==> config.mk <==
export PLATFORM = sky130hd
export DESIGN_NAME = axi_write_arbiter
export DESIGN_NICKNAME = d
export VERILOG_FILES = /design/src/rtl/axi_pkg.sv /design/src/rtl/rr_arbiter_2.sv /design/src/rtl/axi_write_arbiter.sv
export SDC_FILE = /design/constraint.sdc
export NUM_CORES = 1
export LEC_CHECK = 0
export BUFFER_PORTS_ARGS = -buffer_cell sky130_fd_sc_hd__buf_2
export CAP_MARGIN = 40
export CORE_AREA = 2 2 113 115
export DETAILED_ROUTE_END_ITERATION = 16
export DIE_AREA = 0 0 115 117
export MAX_ROUTING_LAYER = met4
export PLACE_DENSITY = 0.49
export SLEW_MARGIN = 10
export SYNTH_ARGS = -nofsm -noshare
export SYNTH_HDL_FRONTEND = slang
export SYNTH_HIERARCHICAL = 1
export SYNTH_SLANG_ARGS = --single-unit
==> constraint.sdc <==
create_clock -name ACLK -period 2.97 [get_ports ACLK]
set_clock_uncertainty 0.1 [all_clocks]
set_input_delay 0.1485 -clock ACLK [delete_from_list [all_inputs] [get_ports ACLK]]
set_output_delay 0.1485 -clock ACLK [all_outputs]
set_load 0.03 [all_outputs]
==> src/rtl/axi_pkg.sv <==
// Shared AXI constants, response codes and write-arbiter state encoding.
// Imported by the write arbiter and its round-robin grant helper.
package axi_pkg;

    localparam int ADDR_W = 32;
    localparam int DATA_W = 32;
    localparam int MID_W  = 4;
    localparam int SID_W  = 2 * MID_W;

    localparam logic [1:0] RESP_OKAY   = 2'b00;
    localparam logic [1:0] RESP_SLVERR = 2'b10;
    localparam logic [1:0] RESP_DECERR = 2'b11;

    localparam logic M0 = 1'b0;
    localparam logic M1 = 1'b1;

    typedef enum logic [1:0] {
        ST_IDLE,
        ST_ADDR,
        ST_DATA,
        ST_RESP
    } wr_state_e;

    // One-hot two-way grant to master index.
    function automatic logic grant_idx(input logic [1:0] i_onehot);
        return i_onehot[1];
    endfunction

endpackage

==> src/rtl/rr_arbiter_2.sv <==
// Two-requester round-robin grant with an internal priority pointer.
// The pointer moves to the requester not served when i_done pulses.
module rr_arbiter_2 (
    input  logic       ACLK,
    input  logic       ARESETn,
    input  logic [1:0] i_req,
    input  logic       i_done,
    input  logic       i_served,
    output logic [1:0] o_grant
);
    import axi_pkg::*;

    logic r_ptr;

    // NOTE: sequential state uses <= so every flop samples pre-edge values.
    always_ff @(posedge ACLK or negedge ARESETn) begin
        if (!ARESETn) begin
            r_ptr <= M0;
        end else if (i_done) begin
            r_ptr <= ~i_served;
        end
    end

    // NOTE: default first so every path assigns o_grant and no latch appears.
    always_comb begin
        o_grant = 2'b00;
        case (i_req)
            2'b01:   o_grant = 2'b01;
            2'b10:   o_grant = 2'b10;
            2'b11:   o_grant = r_ptr ? 2'b10 : 2'b01;
            default: o_grant = 2'b00;
        endcase
    end

endmodule

==> src/rtl/axi_write_arbiter.sv <==
// Two-master AXI4 write-path arbiter: one transaction at a time, round-robin.
// Optional response watchdog under `define AXI_ARB_TIMEOUT_EN.
module axi_write_arbiter #(
    parameter int ADDR_W         = 32,
    parameter int DATA_W         = 32,
    parameter int MID_W          = 4,
    parameter int TIMEOUT_CYCLES = 256
) (
    input  logic                  ACLK,
    input  logic                  ARESETn,
    input  logic [MID_W-1:0]      AWID_M0,     AWID_M1,
    input  logic [ADDR_W-1:0]     AWADDR_M0,   AWADDR_M1,
    input  logic [3:0]            AWLEN_M0,    AWLEN_M1,
    input  logic [2:0]            AWSIZE_M0,   AWSIZE_M1,
    input  logic [1:0]            AWBURST_M0,  AWBURST_M1,
    input  logic                  AWVALID_M0,  AWVALID_M1,
    output logic                  AWREADY_M0,  AWREADY_M1,
    input  logic [DATA_W-1:0]     WDATA_M0,    WDATA_M1,
    input  logic [DATA_W/8-1:0]   WSTRB_M0,    WSTRB_M1,
    input  logic                  WLAST_M0,    WLAST_M1,
    input  logic                  WVALID_M0,   WVALID_M1,
    output logic                  WREADY_M0,   WREADY_M1,
    output logic [MID_W-1:0]      BID_M0,      BID_M1,
    output logic [1:0]            BRESP_M0,    BRESP_M1,
    output logic                  BVALID_M0,   BVALID_M1,
    input  logic                  BREADY_M0,   BREADY_M1,
    output logic [2*MID_W-1:0]    AWID_S,
    output logic [ADDR_W-1:0]     AWADDR_S,
    output logic [3:0]            AWLEN_S,
    output logic [2:0]            AWSIZE_S,
    output logic [1:0]            AWBURST_S,
    output logic                  AWVALID_S,
    input  logic                  AWREADY_S,
    output logic [DATA_W-1:0]     WDATA_S,
    output logic [DATA_W/8-1:0]   WSTRB_S,
    output logic                  WLAST_S,
    output logic                  WVALID_S,
    input  logic                  WREADY_S,
    input  logic [2*MID_W-1:0]    BID_S,
    input  logic [1:0]            BRESP_S,
    input  logic                  BVALID_S,
    output logic                  BREADY_S
);
    import axi_pkg::*;

    wr_state_e        r_state, w_state_nxt;
    logic             r_grant;
    logic [1:0]       w_req, w_rr_grant;
    logic             w_b_done, w_tmo;
    logic             w_g_awvalid, w_g_wvalid, w_g_wlast, w_g_bready;
    logic [MID_W-1:0] w_g_awid, w_b_idx;

    assign w_req       = {AWVALID_M1, AWVALID_M0};
    assign w_g_awid    = r_grant ? AWID_M1    : AWID_M0;
    assign w_g_awvalid = r_grant ? AWVALID_M1 : AWVALID_M0;
    assign w_g_wvalid  = r_grant ? WVALID_M1  : WVALID_M0;
    assign w_g_wlast   = r_grant ? WLAST_M1   : WLAST_M0;
    assign w_g_bready  = r_grant ? BREADY_M1  : BREADY_M0;
    assign w_b_idx     = BID_S[2*MID_W-1:MID_W];

    rr_arbiter_2 u_rr (
        .ACLK     (ACLK),
        .ARESETn  (ARESETn),
        .i_req    (w_req),
        .i_done   (w_b_done),
        .i_served (r_grant),
        .o_grant  (w_rr_grant)
    );

    always_ff @(posedge ACLK or negedge ARESETn) begin
        if (!ARESETn) begin
            r_state <= ST_IDLE;
            r_grant <= M0;
        end else begin
            r_state <= w_state_nxt;
            if (r_state == ST_IDLE && |w_req) r_grant <= grant_idx(w_rr_grant);
        end
    end

`ifdef AXI_ARB_TIMEOUT_EN
    localparam int TMO_W = $clog2(TIMEOUT_CYCLES + 1);

    logic [TMO_W-1:0] r_tmo_cnt;
    logic             r_tmo;
    logic [MID_W-1:0] r_awid;
    logic             w_active, w_tmo_hit, w_chan_hs, w_enter;

    assign w_active  = (r_state == ST_DATA) || (r_state == ST_RESP);
    assign w_tmo_hit = w_active && (r_tmo_cnt == TMO_W'(TIMEOUT_CYCLES));
    assign w_tmo     = r_tmo | w_tmo_hit;
    assign w_chan_hs = (r_state == ST_DATA) ? (WVALID_S & WREADY_S) : (BVALID_S & BREADY_S);
    assign w_enter   = (w_state_nxt != r_state) &&
                       ((w_state_nxt == ST_DATA) || (w_state_nxt == ST_RESP));

    // Counter saturates at the limit; the sticky flag carries a DATA timeout into RESP.
    always_ff @(posedge ACLK or negedge ARESETn) begin
        if (!ARESETn) begin
            r_tmo_cnt <= '0;
            r_tmo     <= 1'b0;
            r_awid    <= '0;
        end else begin
            if (w_enter || w_chan_hs)     r_tmo_cnt <= '0;
            else if (w_active && !w_tmo_hit) r_tmo_cnt <= r_tmo_cnt + 1'b1;
            if (w_state_nxt == ST_IDLE)   r_tmo <= 1'b0;
            else if (w_tmo_hit)           r_tmo <= 1'b1;
            if (r_state == ST_ADDR && AWVALID_S && AWREADY_S) r_awid <= w_g_awid;
        end
    end
`else
    assign w_tmo = 1'b0;
`endif

    always_comb begin
        w_state_nxt = r_state;
        w_b_done    = 1'b0;
        AWREADY_M0  = 1'b0;  AWREADY_M1 = 1'b0;
        WREADY_M0   = 1'b0;  WREADY_M1  = 1'b0;
        BID_M0      = '0;    BID_M1     = '0;
        BRESP_M0    = '0;    BRESP_M1   = '0;
        BVALID_M0   = 1'b0;  BVALID_M1  = 1'b0;
        AWID_S      = '0;    AWADDR_S   = '0;
        AWLEN_S     = '0;    AWSIZE_S   = '0;
        AWBURST_S   = '0;    AWVALID_S  = 1'b0;
        WDATA_S     = '0;    WSTRB_S    = '0;
        WLAST_S     = 1'b0;  WVALID_S   = 1'b0;
        BREADY_S    = 1'b0;

        case (r_state)
            ST_IDLE: begin
                if (|w_req) w_state_nxt = ST_ADDR;
            end
            ST_ADDR: begin
                AWID_S    = {MID_W'(r_grant), w_g_awid};
                AWADDR_S  = r_grant ? AWADDR_M1  : AWADDR_M0;
                AWLEN_S   = r_grant ? AWLEN_M1   : AWLEN_M0;
                AWSIZE_S  = r_grant ? AWSIZE_M1  : AWSIZE_M0;
                AWBURST_S = r_grant ? AWBURST_M1 : AWBURST_M0;
                AWVALID_S = w_g_awvalid;
                if (r_grant) AWREADY_M1 = AWREADY_S;
                else         AWREADY_M0 = AWREADY_S;
                if (w_g_awvalid && AWREADY_S) w_state_nxt = ST_DATA;
            end
            ST_DATA: begin
                // After a timeout the slave is bypassed and the master's beats are drained.
                WDATA_S  = r_grant ? WDATA_M1 : WDATA_M0;
                WSTRB_S  = r_grant ? WSTRB_M1 : WSTRB_M0;
                WLAST_S  = w_g_wlast;
                WVALID_S = w_g_wvalid & ~w_tmo;
                if (r_grant) WREADY_M1 = w_tmo | WREADY_S;
                else         WREADY_M0 = w_tmo | WREADY_S;
                if (w_g_wvalid && (w_tmo || WREADY_S) && w_g_wlast) w_state_nxt = ST_RESP;
            end
            ST_RESP: begin
                if (w_b_idx == MID_W'(0)) begin
                    BREADY_S  = BREADY_M0;
                    BVALID_M0 = BVALID_S;
                    BID_M0    = BID_S[MID_W-1:0];
                    BRESP_M0  = BRESP_S;
                end else if (w_b_idx == MID_W'(1)) begin
                    BREADY_S  = BREADY_M1;
                    BVALID_M1 = BVALID_S;
                    BID_M1    = BID_S[MID_W-1:0];
                    BRESP_M1  = BRESP_S;
                end else begin
                    BREADY_S  = 1'b1;
                end
                if (BVALID_S && BREADY_S) begin
                    w_state_nxt = ST_IDLE;
                    w_b_done    = 1'b1;
                end
`ifdef AXI_ARB_TIMEOUT_EN
                if (w_tmo) begin
                    BREADY_S  = 1'b0;
                    BVALID_M0 = 1'b0;  BVALID_M1 = 1'b0;
                    BID_M0    = '0;    BID_M1    = '0;
                    BRESP_M0  = '0;    BRESP_M1  = '0;
                    if (r_grant) begin
                        BVALID_M1 = 1'b1;  BID_M1 = r_awid;  BRESP_M1 = RESP_SLVERR;
                    end else begin
                        BVALID_M0 = 1'b1;  BID_M0 = r_awid;  BRESP_M0 = RESP_SLVERR;
                    end
                    w_state_nxt = w_g_bready ? ST_IDLE : ST_RESP;
                    w_b_done    = w_g_bready;
                end
`endif
            end
            default: w_state_nxt = ST_IDLE;
        endcase
    end

endmodule

==> flow_summary_export.csv <==
group,metric,value,unit
sta,setup_violations,0,
sta,worstMarginPinSlew,0.5569,ns
critical_path,crit_path_start_kind,"register",
clock_network,cts_tree,"built",
place,port_buffers,288,
clock_network,clk_pin_slew_worst_paths,0.03,ns
sta,period_minus_slack,2.153,ns
clock_network,cts_resized,0,
sta,hold_violations,0,
floorplanning,die_w,115,µm
critical_path,reg2reg_to,"r_state[1]$_DFFE_PN0P_",
finish,fillers,1354,
grt,grt-ovfl-total,0,
sta,slew_violations,0,
finish,final_cells,683,
sta,rsz0062_at_grt,"false",
critical_path,critical_path_buf_inv_count,2,
critical_path,critPathMaxFanout,51,
critical_path,critical_path_arrival,1.90,ns
clock_network,clk-insertion-delay-late,0.22,ns
finish,area_growth,85.40,%
detailed_routing,viasPerCell,4.022,
critical_path,crit_slowest_cell,"dfrtp_4",
grt,grt_pass1_wl,11.52,mm
critical_path,worstRegToRegCells,6,
clock_network,post_cts_buffers,0,
detailed_routing,vias,2747,
logic_synthesis,synthCells,257,
detailed_routing,wirelength,8.494,mm
sta,setup-tns-final,0,ns
detailed_routing,wl_per_cell,12.44,µm
finish,final_core_util,29.30,%
clock_network,cts_buffers,3,
outcome,status,"complete, no violations",
detailed_routing,route.detailed.drc,0,
critical_path,rr_startpoint,"r_state[1]$_DFFE_PN0P_",
grt,grt_max_degree,52,
grt,antenna_found_initial,0,
critical_path,worstPathRequired,2.72,ns
floorplanning,num_io_pins,292,
grt,grt_pass1_vias,2365,
place,gp_congestion,0.8184,
clock_network,clock_path_buffers,2,
clock_network,root_buffer,"clkbuf_16",
finish,num-nets-final,723,
floorplanning,rows,41,
sta,fmaxAchievable,464.6,MHz
logic_synthesis,synthesis.area,1946,µm²
detailed_routing,antenna_left,0,
critical_path,rrSetupSlack,1.11,ns
detailed_routing,drtIter0Drc,33,
clock_network,cts_sinks,4,
clock_network,cts_max_level,1,
floorplanning,coreArea,12310,µm²
logic_synthesis,post_synth.cell_area_avg,7.570,µm²
power,leakage,2.159,nW
power,p_total,3.112,mW
critical_path,slowest_delay,0.77,ns
critical_path,crit_type,"register to output pin",
power,peakVddDrop,0.8759,mV
place,dp_hpwl,7.152,mm
finish,final-seq-area,103.9,µm²
critical_path,path_cells,"buf_12 -> mux2i_1 -> nor2b_1 -> buf_2",
clock_network,cts-hold-fix-buffers,1,
critical_path,cp_top_family,"flip-flops",
finish,drive_gt1_share,56.47,%
floorplanning,dieArea,13460,µm²
finish,diodes,0,
floorplanning,initial_core_util,15.80,%
sta,period_share,72.48,%
floorplanning,die-height,117,µm
grt,grt_util_all_layers,10.80,%
logic_synthesis,yosysWarnings,6,
place,dpl.cell_count,678,
job,drv_cap,0,
sta,slew_headroom,62.87,%
finish,multi_input_area,1724,µm²
detailed_routing,first_pass_iters,4,
power,powerDensity,862.7,nW/µm²
critical_path,worstSetupEndpointType,"output pin",
worst_hold_path,worst_hold_path_type,"input port to asynchronous set/reset pin",
worst reg2reg max path: stages (launching register included):
cell	delay, ns
dfrtp_1	0.40
inv_1	0.09
ha_1	0.16
buf_4	0.34
o21ai_0	0.16
o2111a_2	0.20
mux2_4	0.29
flip-flops by register name, summed over array words and instances, names as in the netlist:
| signal | cells |
|---|---|
| r_grant | 1 |
| u_rr/r_ptr | 1 |
| r_state | 2 |
layer usage:
| layer | global-route usage, % | routed length, µm |
|---|---|---|
| met1 | 12.58 | 3416 |
| met3 | 1.596 | 608 |
| met4 | 0.8032 | 12 |
| met2 | 20.43 | 4456 |
| met5 | - | 0 |
power breakdown:
group,switching [mW],total [mW],internal (mW)
registers,0.122,0.209,0.0873
clock network,0.0400,0.217,0.177
logic,1.63,2.69,1.06
worst max-delay path by stage:
stage	cells after the start	end	start	slack (ns)
floorplan	5	AWADDR_S[13]	r_state[1]$_DFFE_PN0P_	1.14
global placement	4	WDATA_S[31]	r_grant$_DFFE_PN0P_	1.0
detailed placement	4	WDATA_S[31]	r_grant$_DFFE_PN0P_	1.01
CTS	4	WDATA_S[31]	r_grant$_DFFE_PN0P_	0.77
global route	4	WDATA_S[31]	r_grant$_DFFE_PN0P_	0.70
finish	4	AWADDR_S[1]	r_grant$_DFFE_PN0P_	0.82
final cells by class:
| cell class | instances | share of cell area [%] |
|---|---|---|
| well taps | 150 | 5.203 |
| multi-input cells | 227 | 47.80 |
| flip-flops and latches | 4 | 2.879 |
| repair buffers | 293 | 41.42 |
| clock buffers | 4 | 2.185 |
| inverters | 5 | 0.5203 |
through the flow:
step,setup slack (ns),hold slack (ns),instance area (µm²)
after detailed placement,1.007,-0.1373,3518
after global placement,0.9969,-0.1383,3518
after floorplan,1.141,-0.2471,1953
final,0.8174,0.1592,3607
after global routing,0.6992,0.1813,3607
after CTS,0.7709,0.1560,3607
cell usage in the layout (no fill, tap or decap), types with 2 or more instances in the layout:
| cell | instances |
|---|---|
| conb_1 | 3 |
| nor2_1 | 18 |
| dfrtp_1 | 3 |
| buf_2 | 288 |
| clkbuf_16 | 3 |
| nand2b_1 | 2 |
| mux2i_1 | 85 |
| buf_4 | 3 |
| inv_1 | 5 |
| a21oi_1 | 3 |
| nor2b_1 | 85 |
| and3_1 | 2 |
| nand2_1 | 10 |
| o21ai_0 | 2 |
| ha_1 | 4 |
| a21boi_1 | 2 |
No activity file was read; power rests on OpenSTA's default activity.
